File: src/rtl/hazard_scoreboard_pkg.sv
// Shared encodings for the hazard scoreboard: forward-source selects and
// producer latency classes.
package hazard_scoreboard_pkg;

  typedef enum logic [1:0] {
    FWD_RF     = 2'd0,
    FWD_EX_OUT = 2'd1,
    FWD_MEM    = 2'd2,
    FWD_WB     = 2'd3
  } fwd_sel_e;

  typedef enum logic [1:0] {
    LAT_ALU  = 2'd1,
    LAT_LOAD = 2'd2
  } lat_class_e;

endpackage

File: src/rtl/hazard_scoreboard_entry.sv
// One scoreboard slot: tracks whether a register has an in-flight producer,
// how far down the pipe it is, and the age at which its result is bypassable.
module scoreboard_entry
  import hazard_scoreboard_pkg::*;
#(
  parameter int AGE_W      = 2,
  parameter int PIPE_DEPTH = 3
) (
  input  logic             clk,
  input  logic             reset,
  input  logic             freeze,
  input  logic             issue,
  input  logic [AGE_W-1:0] lat,
  output logic             busy,
  output logic [AGE_W-1:0] age,
  output logic [AGE_W-1:0] rdy
);

  localparam logic [AGE_W-1:0] LAST_AGE = AGE_W'(PIPE_DEPTH - 1);

  // A fresh issue replaces whatever the slot held: the younger writer wins.
  always_ff @(posedge clk or posedge reset) begin
    if (reset) begin
      busy <= 1'b0;
      age  <= '0;
      rdy  <= '0;
    end else if (!freeze) begin
      if (issue) begin
        busy <= 1'b1;
        age  <= '0;
        rdy  <= lat;
      end else if (busy && age == LAST_AGE) begin
        busy <= 1'b0;
        age  <= '0;
      end else if (busy) begin
        age <= age + AGE_W'(1);
      end
    end
  end

endmodule

File: src/rtl/hazard_scoreboard.sv
// Per-register hazard scoreboard beside ID: decides stall/flush/bubble and the
// EX/ID bypass selects, and counts stall and flush cycles.
module hazard_scoreboard
  import hazard_scoreboard_pkg::*;
#(
  parameter int REG_W              = 2,
  parameter int PIPE_DEPTH         = 3,
  parameter int AGE_W              = 2,
  parameter int DATA_FORWARDING    = 1,
  parameter int RF_SELF_FORWARDING = 1,
  parameter int CNT_W              = 32
) (
  input  logic             clk,
  input  logic             reset,
  input  logic             id_valid,
  input  logic             id_use_rs,
  input  logic             id_use_rt,
  input  logic             id_use_rs_early,
  input  logic [REG_W-1:0] id_rs,
  input  logic [REG_W-1:0] id_rt,
  input  logic             id_writes,
  input  logic [REG_W-1:0] id_wr_reg,
  input  logic [AGE_W-1:0] id_lat,
  input  logic             jump_miss,
  input  logic             branch_miss,
  input  logic             freeze,
  output logic             pc_write,
  output logic             ir_write,
  output logic             bubblify,
  output logic             flush_if,
  output logic             incr_num_inst,
  output logic [AGE_W-1:0] fwd_rs,
  output logic [AGE_W-1:0] fwd_rt,
  output logic [AGE_W-1:0] fwd_rs_early,
  output logic [CNT_W-1:0] stall_cnt,
  output logic [CNT_W-1:0] flush_cnt
);

  localparam int NUM_REGS = 2 ** REG_W;
  localparam logic [AGE_W-1:0] LAST_AGE = AGE_W'(PIPE_DEPTH - 1);
  localparam bit FWD_EN   = (DATA_FORWARDING != 0);
  localparam bit SELF_FWD = (RF_SELF_FORWARDING != 0);

  logic                busy [NUM_REGS];
  logic [AGE_W-1:0]    age  [NUM_REGS];
  logic [AGE_W-1:0]    rdy  [NUM_REGS];
  logic [NUM_REGS-1:0] issue_vec;
  logic [AGE_W-1:0]    lat_eff;
  logic                issue;
  logic                data_stall;
  logic                hit_rs, hit_rt;
  logic                stall_rs, stall_rt, stall_early;
  logic [AGE_W:0]      age_rs_x, age_rt_x, rdy_rs_x, rdy_rt_x;

  for (genvar i = 0; i < NUM_REGS; i++) begin : g_entry
    scoreboard_entry #(
      .AGE_W     (AGE_W),
      .PIPE_DEPTH(PIPE_DEPTH)
    ) u_entry (
      .clk   (clk),
      .reset (reset),
      .freeze(freeze),
      .issue (issue_vec[i]),
      .lat   (lat_eff),
      .busy  (busy[i]),
      .age   (age[i]),
      .rdy   (rdy[i])
    );
  end

  // With RF write-through, a producer sitting in WB is already visible to a read.
  function automatic logic hit_of(input logic b, input logic [AGE_W-1:0] a);
    return b && !(SELF_FWD && a == LAST_AGE);
  endfunction

  assign hit_rs   = hit_of(busy[id_rs], age[id_rs]);
  assign hit_rt   = hit_of(busy[id_rt], age[id_rt]);
  assign age_rs_x = {1'b0, age[id_rs]};
  assign age_rt_x = {1'b0, age[id_rt]};
  assign rdy_rs_x = {1'b0, rdy[id_rs]};
  assign rdy_rt_x = {1'b0, rdy[id_rt]};

  assign stall_rs    = id_use_rs && hit_rs &&
                       (!FWD_EN || (age_rs_x + (AGE_W+1)'(1)) < rdy_rs_x);
  assign stall_rt    = id_use_rt && hit_rt &&
                       (!FWD_EN || (age_rt_x + (AGE_W+1)'(1)) < rdy_rt_x);
  assign stall_early = id_use_rs_early && hit_rs &&
                       (!FWD_EN || age[id_rs] < rdy[id_rs]);
  assign data_stall  = id_valid && (stall_rs || stall_rt || stall_early);

  assign issue = id_valid && id_writes && !data_stall && !branch_miss && !freeze;

  always_comb begin
    issue_vec = '0;
    issue_vec[id_wr_reg] = issue;
  end

  always_comb begin
    lat_eff = id_lat;
    if (lat_eff == '0) lat_eff = AGE_W'(LAT_ALU);
    if (lat_eff > LAST_AGE) lat_eff = LAST_AGE;
  end

  always_comb begin
    pc_write     = 1'b1;
    ir_write     = 1'b1;
    bubblify     = 1'b0;
    flush_if     = 1'b0;
    fwd_rs       = AGE_W'(FWD_RF);
    fwd_rt       = AGE_W'(FWD_RF);
    fwd_rs_early = AGE_W'(FWD_RF);
    if (!reset) begin
      if (freeze) begin
        pc_write = 1'b0;
        ir_write = 1'b0;
      end else if (data_stall) begin
        pc_write = 1'b0;
        ir_write = 1'b0;
        bubblify = 1'b1;
      end else begin
        flush_if = jump_miss || branch_miss;
        bubblify = branch_miss;
      end
      // Age 0 (EX) lands in MEM by the time the consumer reaches EX.
      if (FWD_EN && !data_stall) begin
        if (hit_rs) fwd_rs       = age[id_rs] + AGE_W'(FWD_MEM);
        if (hit_rt) fwd_rt       = age[id_rt] + AGE_W'(FWD_MEM);
        if (hit_rs) fwd_rs_early = age[id_rs] + AGE_W'(FWD_EX_OUT);
      end
    end
  end

  assign incr_num_inst = !(bubblify || flush_if || freeze);

  always_ff @(posedge clk or posedge reset) begin
    if (reset) begin
      stall_cnt <= '0;
      flush_cnt <= '0;
    end else if (!freeze) begin
      if (data_stall) stall_cnt <= stall_cnt + CNT_W'(1);
      if (flush_if)   flush_cnt <= flush_cnt + CNT_W'(1);
    end
  end

endmodule

File: config.mk
export PLATFORM = sky130hd
export DESIGN_NAME = hazard_scoreboard
export DESIGN_NICKNAME = d
export VERILOG_FILES = /design/src/rtl/hazard_scoreboard_pkg.sv /design/src/rtl/hazard_scoreboard_entry.sv /design/src/rtl/hazard_scoreboard.sv
export SDC_FILE = /design/constraint.sdc
export NUM_CORES = 1
export LEC_CHECK = 0
export CAP_MARGIN = 20
export CORE_AREA = 5 5 101 103
export DETAILED_ROUTE_END_ITERATION = 8
export DIE_AREA = 0 0 106 108
export GPL_TIMING_DRIVEN = 0
export PLACE_DENSITY = 0.82
export SETUP_SLACK_MARGIN = 0.02
export SLEW_MARGIN = 0
export SYNTH_ARGS = -nofsm -noshare
export SYNTH_HDL_FRONTEND = slang
export SYNTH_SLANG_ARGS = --single-unit
File: constraint.sdc
create_clock -name clk -period 10.89 [get_ports clk]
set_clock_uncertainty 0.05 [all_clocks]
set_input_delay 1.6335 -clock clk [delete_from_list [all_inputs] [get_ports clk]]
set_output_delay 1.6335 -clock clk [all_outputs]
set_load 0.03 [all_outputs]
==> flow_summary_export.csv, run 1 <==
group,metric,value,unit
timing,fmax,136,MHz
floorplan,fp.dieW,106,um
route,dr_wl_met2,5570,um
cells_and_area,instances_no_fill,633,
timing,min_period_over_period,67.7,%
synth,synth-edff-count,0,
cells_and_area,antenna_cells,0,
clock_network,tritoncts,"yes",
timing,whs,0.433,ns
clock_network,h-tree-depth,3,
clock_network,clock_tree.root_cell,"clkbuf_8",
cells_and_area,fillers,748,
clock_network,cts_buffer_depth,2,
synth,ys_seq_area_share,47.2,%
floorplan,core_area,9110,um2
synth,syn_area_per_cell,10.8,um2
power,ir_drop,150,uV
synth,syn-num-nets,441,
global_routing,grt_pass1_wl,18500,um
route,wl_met1,4670,um
cells_and_area,drive_gt1_share,9.96,%
timing,setup_slack,3.52,ns
synth,ys_ff_latch,84,
placed_design,dp_cells,614,
cells_and_area,final_cell_mix,"clkdlybuf4s50_1, dfrtp_1, xnor2_1",
clock_network,post-cts-setup-buffers,0,
floorplan,io_pins,93,
route,avgViaCountPerCell,5.78,
cells_and_area,multi_input_area,2200,um2
global_routing,gr-total-overflow,0,
clock_network,clkSinkCount,84,
placed_design,pre_cts_ws,3.53,ns
critical_path,cp.required,9.21,ns
timing,relSlewSlack,38.6,%
synth,yosysUniqueCellTypes,48,
timing,rsz0062_at_grt,"no",
route,drt_wl_total,11100,um
global_routing,grtUsageTotal,20.3,%
timing,setup_viol_count_final,0,
clock_network,clkTransAtPathRegs,0.08,ns
cells_and_area,syn_to_final_growth,28.5,%
route,first_pass_iters,4,
timing,finalMaxSlewViolations,0,
cells_and_area,finalNetCount,544,
synth,postSynthCellCount,414,
synth,synth_flop_cell,"dfrtp_1",
floorplan,std_cell_rows,35,
synth,ys_async_sr_fraction,100,%
critical_path,crit_type,"primary input to output port",
critical_path,crit_fanout,10,
critical_path,crit_path_end_kind,"output port",
cells_and_area,final_common_cell,"clkdlybuf4s50_1",
clock_network,cts_buffers,9,
route,wl_per_cell,17.6,um
power,power.total,941,uW
cells_and_area,stdcell_area,5720,um2
cells_and_area,regArea,2100,um2
power,power_leakage,2.44,nW
critical_path,worstSetupStartpointType,"primary input",
route,ant_nets,0,
global_routing,grt_max_degree,50,
placed_design,io_buffers,88,
global_routing,antenna_found_initial,0,
hold_path,worstHoldPathType,"register to register",
timing,finalHoldViolCount,0,
placed_design,placed_cell_area,5500,um2
route,dr_wl_met3,603,um
clock_network,clock_latency,0.37,ns
timing,tightest_slew,0.913,ns
timing,fin_tns_setup,0,ns
cells_and_area,final_util,62.8,%
placed_design,gp_congestion,0.860,
flow_run,max_cap_violations,0,
placed_design,dp_hpwl,8420,um
floorplan,start_util,48.9,%
floorplan,die_area,11400,um2
clock_network,cts_hold_buf,0,
synth,syn_area,4450,um2
clock_network,postCtsResizedCells,0,
route,top_layer,"met4",
route,vias,3657,
critical_path,critPathArrivalTime,5.69,ns
timing,min_period,7.37,ns
synth,yosys_warnings,0,
run_status,status,"complete, no violations",
power,power_density,164,nW/um2
route,drt_iter0_drc,194,
floorplan,dieHeight,108,um
route,route.detailed.drc,0,
global_routing,first_global_vias,3673,
[worst max-delay path, stage by stage]
cell	delay, ns
clkdlybuf4s50_1	0.59
mux4_1	0.46
fa_1	0.55
nand2b_1	0.05
a21oi_1	0.15
nor4b_1	0.14
o31ai_1	0.81
buf_2	0.39
a21oi_1	0.10
nor2_1	0.11
clkdlybuf4s50_1	0.71
[layer usage]
metal,vias up,GRT usage (%)
met1,1821,25.2
met5,-,0
met3,25,4.54
li1,1689,-
met4,0,7.77
met2,122,34.7
[power by group]
| part | switching (mW) | internal, mW |
|---|---|---|
| sequential | 0.0587 | 0.355 |
| clock | 0.126 | 0.110 |
| combinational | 0.162 | 0.129 |
| total | 0.347 | 0.594 |
[final cells by class]
class	instances	area share, %
inverters	19	1.29
repair buffers	92	16.1
flip-flops and latches	84	36.7
well taps	111	2.43
clock buffers	9	2.16
plain buffers	13	1.42
multi-input cells	298	38.4
clock inverters	7	1.40
[synthesized netlist by cell type (3+ instances only)]
cell type  instances  share of area [%]
a21o_1             3               0.51
and2_1             3               0.42
and3_1             8                1.1
and4_1             5               0.98
buf_2              5               0.56
buf_6              3               0.76
clkbuf_1           3               0.25
dfrtp_1           84                 47
ha_1               7                2.0
inv_1             19                1.6
mux2_2             3               0.76
mux4_1             3                1.8
mux4_2             7                3.5
nand2_1           31                2.6
nand2b_1           3               0.42
nand3_1           33                3.7
nand4_1           28                3.9
nor2_1            26                2.2
nor2b_1            4               0.56
nor3_1            15                1.7
nor4_1             8                1.1
o21a_1             4               0.67
o21ai_0            8               0.90
o21ba_2            3               0.67
o22ai_1            6               0.84
or3_1              3               0.42
xnor2_1           43                8.5
xor2_1            19                3.7
[flip-flops by register name, summed over array words and instances (netlist names)]
register and flops:
flush_cnt 32, g_entry.u_entry.age 8, g_entry.u_entry.rdy 8, stall_cnt 32, g_entry.u_entry.busy 4
[logic make-up after synthesis]
kind of cell	synth area share, %
xor+xnor	12.2
buf+inv	3.43
flops	47.2
fa+ha+maj	2.87
simple gates	21.8
compound gates	6.49
mux	6.07
[final timing paths]
| check | startpoint | end | slack (ns) | cells past startpoint |
|---|---|---|---|---|
| max | id_rs[1] | incr_num_inst | 3.52 | 11 |
| min | stall_cnt[31]$_DFFE_PP0P_ | stall_cnt[31]$_DFFE_PP0P_ | 0.43 | 1 |
| max reg2reg | g_entry[3].u_entry.age[1]$_DFFE_PP0P_ | flush_cnt[26]$_DFFE_PP0P_ | 7.23 | 9 |
| min reg2reg | stall_cnt[31]$_DFFE_PP0P_ | stall_cnt[31]$_DFFE_PP0P_ | 0.43 | 1 |
| max in group asynchronous | reset | stall_cnt[14]$_DFFE_PP0P_ | 8.37 | 3 |
| min in group asynchronous | reset | flush_cnt[0]$_DFFE_PP0P_ | 1.82 | 2 |
No activity file was read; power rests on OpenSTA's default activity.
==> run 2: changes to the inputs <==
==> constraint.sdc (replaced) <==
create_clock -name clk -period 7.4 [get_ports clk]
set_clock_uncertainty 0.05 [all_clocks]
set_input_delay 1.11 -clock clk [delete_from_list [all_inputs] [get_ports clk]]
set_output_delay 1.11 -clock clk [all_outputs]
set_load 0.03 [all_outputs]
==> results of run 2 <==
The final DEF is identical to that of run 1. Status: complete, no violations.
Among the figures that moved: setup slack after placement 3.53 ns -> 1.08 ns; setup slack after layout 3.52 ns -> 1.07 ns; register-to-register setup slack 7.23 ns -> 3.74 ns; total power 0.941 mW -> 1.38 mW; worst IR drop on VDD 150 uV -> 220 uV
==> run 3: changes to the inputs <==
--- a/config.mk
+++ b/config.mk
@@ -6,11 +6,11 @@
 export NUM_CORES = 1
 export LEC_CHECK = 0
 export CAP_MARGIN = 20
-export CORE_AREA = 5 5 101 103
+export CORE_AREA = 5 5 104 106
 export DETAILED_ROUTE_END_ITERATION = 8
-export DIE_AREA = 0 0 106 108
+export DIE_AREA = 0 0 109 111
 export GPL_TIMING_DRIVEN = 0
-export PLACE_DENSITY = 0.82
+export PLACE_DENSITY = 0.81
 export SETUP_SLACK_MARGIN = 0.02
 export SLEW_MARGIN = 0
 export SYNTH_ARGS = -nofsm -noshare
==> constraint.sdc (replaced) <==
create_clock -name clk -period 5.35 [get_ports clk]
set_clock_uncertainty 0.05 [all_clocks]
set_input_delay 0.8025 -clock clk [delete_from_list [all_inputs] [get_ports clk]]
set_output_delay 0.8025 -clock clk [all_outputs]
set_load 0.03 [all_outputs]
==> run 3 against run 2 <==
  * Die area grew 5.7%
  * Via count grew 0.30%
  * Total power rose by 36%
  * Count of clock-buffer cells in the layout is 2 higher
  * Critical endpoint is now flush_if
  * Highest routed layer unchanged
  * Global-route usage is 1.1 points lower
  * Cell count grew 3.5%
  * Combinational power is 47% higher
  * First-iteration DRC count increased by 10%
  * Setup slack got worse by 0.87 ns
  * Hold slack got worse by 0.0087 ns
  * Wire length up 1.1%
  * Sequential share of layout area shrank 0.21 points
  * Critical path type unchanged
==> flow_summary_export.csv, run 3 (synthesis gave the netlist of run 1 again) <==
group,metric,value,unit
cells_and_area,fillers,796,
clock_network,clkSinkCount,84,
power,p_sw_share,37.8,%
route,route.detailed.drc,0,
placed_design,gp_congestion,0.884,
route,first_pass_iters,4,
clock_network,cts_buffers,9,
floorplan,die_area,12100,um2
critical_path,crit_type,"primary input to output port",
clock_network,cts_buffer_depth,2,
cells_and_area,antenna_cells,0,
power,ir_drop,243,uV
route,ant_nets,0,
critical_path,critPathArrivalTime,4.30,ns
floorplan,core_area,9680,um2
route,drt_iter0_drc,214,
clock_network,clock_latency,0.35,ns
power,power_leakage,2.50,nW
placed_design,io_buffers,88,
placed_design,dp_cells,636,
clock_network,clkTransAtPathRegs,0.08,ns
route,vias,3668,
cells_and_area,instances_no_fill,655,
cells_and_area,reg_top3,"flush_cnt x32, stall_cnt x32",
cells_and_area,finalNetCount,544,
global_routing,antenna_found_initial,0,
power,internal_power,1.17,mW
cells_and_area,final_cell_mix,"dfrtp_1, clkdlybuf4s50_1, xnor2_1",
timing,setup_viol_count_final,0,
route,wl_per_cell,17.2,um
global_routing,grt_pass1_wl,18500,um
floorplan,start_util,46.0,%
timing,min_period,5.15,ns
cells_and_area,drive_gt1_share,10.5,%
timing,tightest_slew,1.06,ns
power,power_density,328,nW/um2
critical_path,crit_path_end_kind,"output port",
route,drt_wl_total,11300,um
critical_path,crit_fanout,6,
global_routing,grt_max_degree,51,
global_routing,first_global_vias,3690,
floorplan,dieHeight,111,um
global_routing,gr-total-overflow,0,
cells_and_area,syn_to_final_growth,29.2,%
critical_path,cp.required,4.50,ns
timing,finalHoldViolCount,0,
critical_path,worstSetupStartpointType,"primary input",
flow_run,max_cap_violations,0,
timing,fin_tns_setup,0,ns
clock_network,tritoncts,"yes",
power,switchingPower,713,uW
timing,fmax,194,MHz
run_status,status,"complete, no violations",
power,power.total,1.89,mW
placed_design,dp_hpwl,8360,um
clock_network,clock_tree.root_cell,"clkbuf_8",
timing,min_period_over_period,96.2,%
timing,rsz0062_at_grt,"no",
floorplan,std_cell_rows,36,
timing,relSlewSlack,28.8,%
timing,finalMaxSlewViolations,0,
cells_and_area,final_common_cell,"dfrtp_1",
clock_network,cts_hold_buf,0,
power,combPwrFrac,33.4,%
cells_and_area,final_util,59.4,%
clock_network,h-tree-depth,3,
power,pwr-share-clk,22.0,%
global_routing,grtUsageTotal,19.1,%
hold_path,worstHoldPathType,"register to register",
power,p_seq_share,44.6,%
floorplan,io_pins,93,
route,avgViaCountPerCell,5.60,
floorplan,fp.dieW,109,um
## run 3: worst paths after layout
kind | to | from | slack [ns] | cells past startpoint
worst min register to register | stall_cnt[31]$_DFFE_PP0P_ | stall_cnt[31]$_DFFE_PP0P_ | 0.42 | 1
min in group asynchronous | flush_cnt[2]$_DFFE_PP0P_ | reset | 0.93 | 2
worst min-delay path | stall_cnt[31]$_DFFE_PP0P_ | stall_cnt[31]$_DFFE_PP0P_ | 0.42 | 1
worst max register to register | g_entry[0].u_entry.age[0]$_DFFE_PP0P_ | g_entry[3].u_entry.age[0]$_DFFE_PP0P_ | 1.81 | 8
worst max-delay path | flush_if | id_rs[1] | 0.20 | 10
max in group asynchronous | stall_cnt[17]$_DFFE_PP0P_ | reset | 3.70 | 3
## run 3: cell type report
type                       instances  area, um2  share of cell area (%)
buffer                            13       81.3                    1.41
clock inverter                     5       35.0                   0.609
multi-input combinational        298       2230                    38.7
inverter                          19       73.8                    1.28
timing repair buffer              92        926                    16.1
sequential                        84       2100                    36.5
tap                              133        166                    2.89
clock buffer                      11        141                    2.46
## run 3: power groups by stage
stage | registers (mW) | clock network [mW] | logic, mW
after floorplan | 0.876 | 0 | 0.359
after global placement | 0.839 | 0 | 0.569
after detailed placement | 0.849 | 0 | 0.608
after CTS | 0.838 | 0.424 | 0.628
after global routing | 0.857 | 0.450 | 0.684
final | 0.842 | 0.416 | 0.630
## run 3: worst max-delay path, stage by stage
cell and delay [ns]:
clkdlybuf4s50_1 0.63, mux4_2 0.47, fa_1 0.57, nand2b_1 0.05
a21oi_1 0.26, nor4b_4 0.12, o31a_1 0.29, buf_4 0.16
nor2_1 0.22, clkdlybuf4s50_1 0.72
## run 3: per-layer routing
metal  GRT usage [%]  share of wire (%)
met1            24.8                 42
met2            30.1                 49
met3            5.65                6.9
met4            6.73                2.0
met5               0                  0
## run 3: per-stage QoR
step / hold WS, ns / setup slack, ns / cell area, um2
after CTS: 0.427 / 0.0267 / 5730
final: 0.424 / 0.202 / 5760
after global placement: 0.406 / -0.635 / 5500
after detailed placement: 0.416 / -0.335 / 5530
after floorplan: 0.411 / 0.447 / 4450
after global routing: 0.431 / 0.0565 / 5760
## run 3: timing repair
item | CTS | global route
gates resized for setup | 12 | 3
buffers inserted | 0 | 1
setup endpoints to repair | 7 | 5
pin swaps | 0 | 1
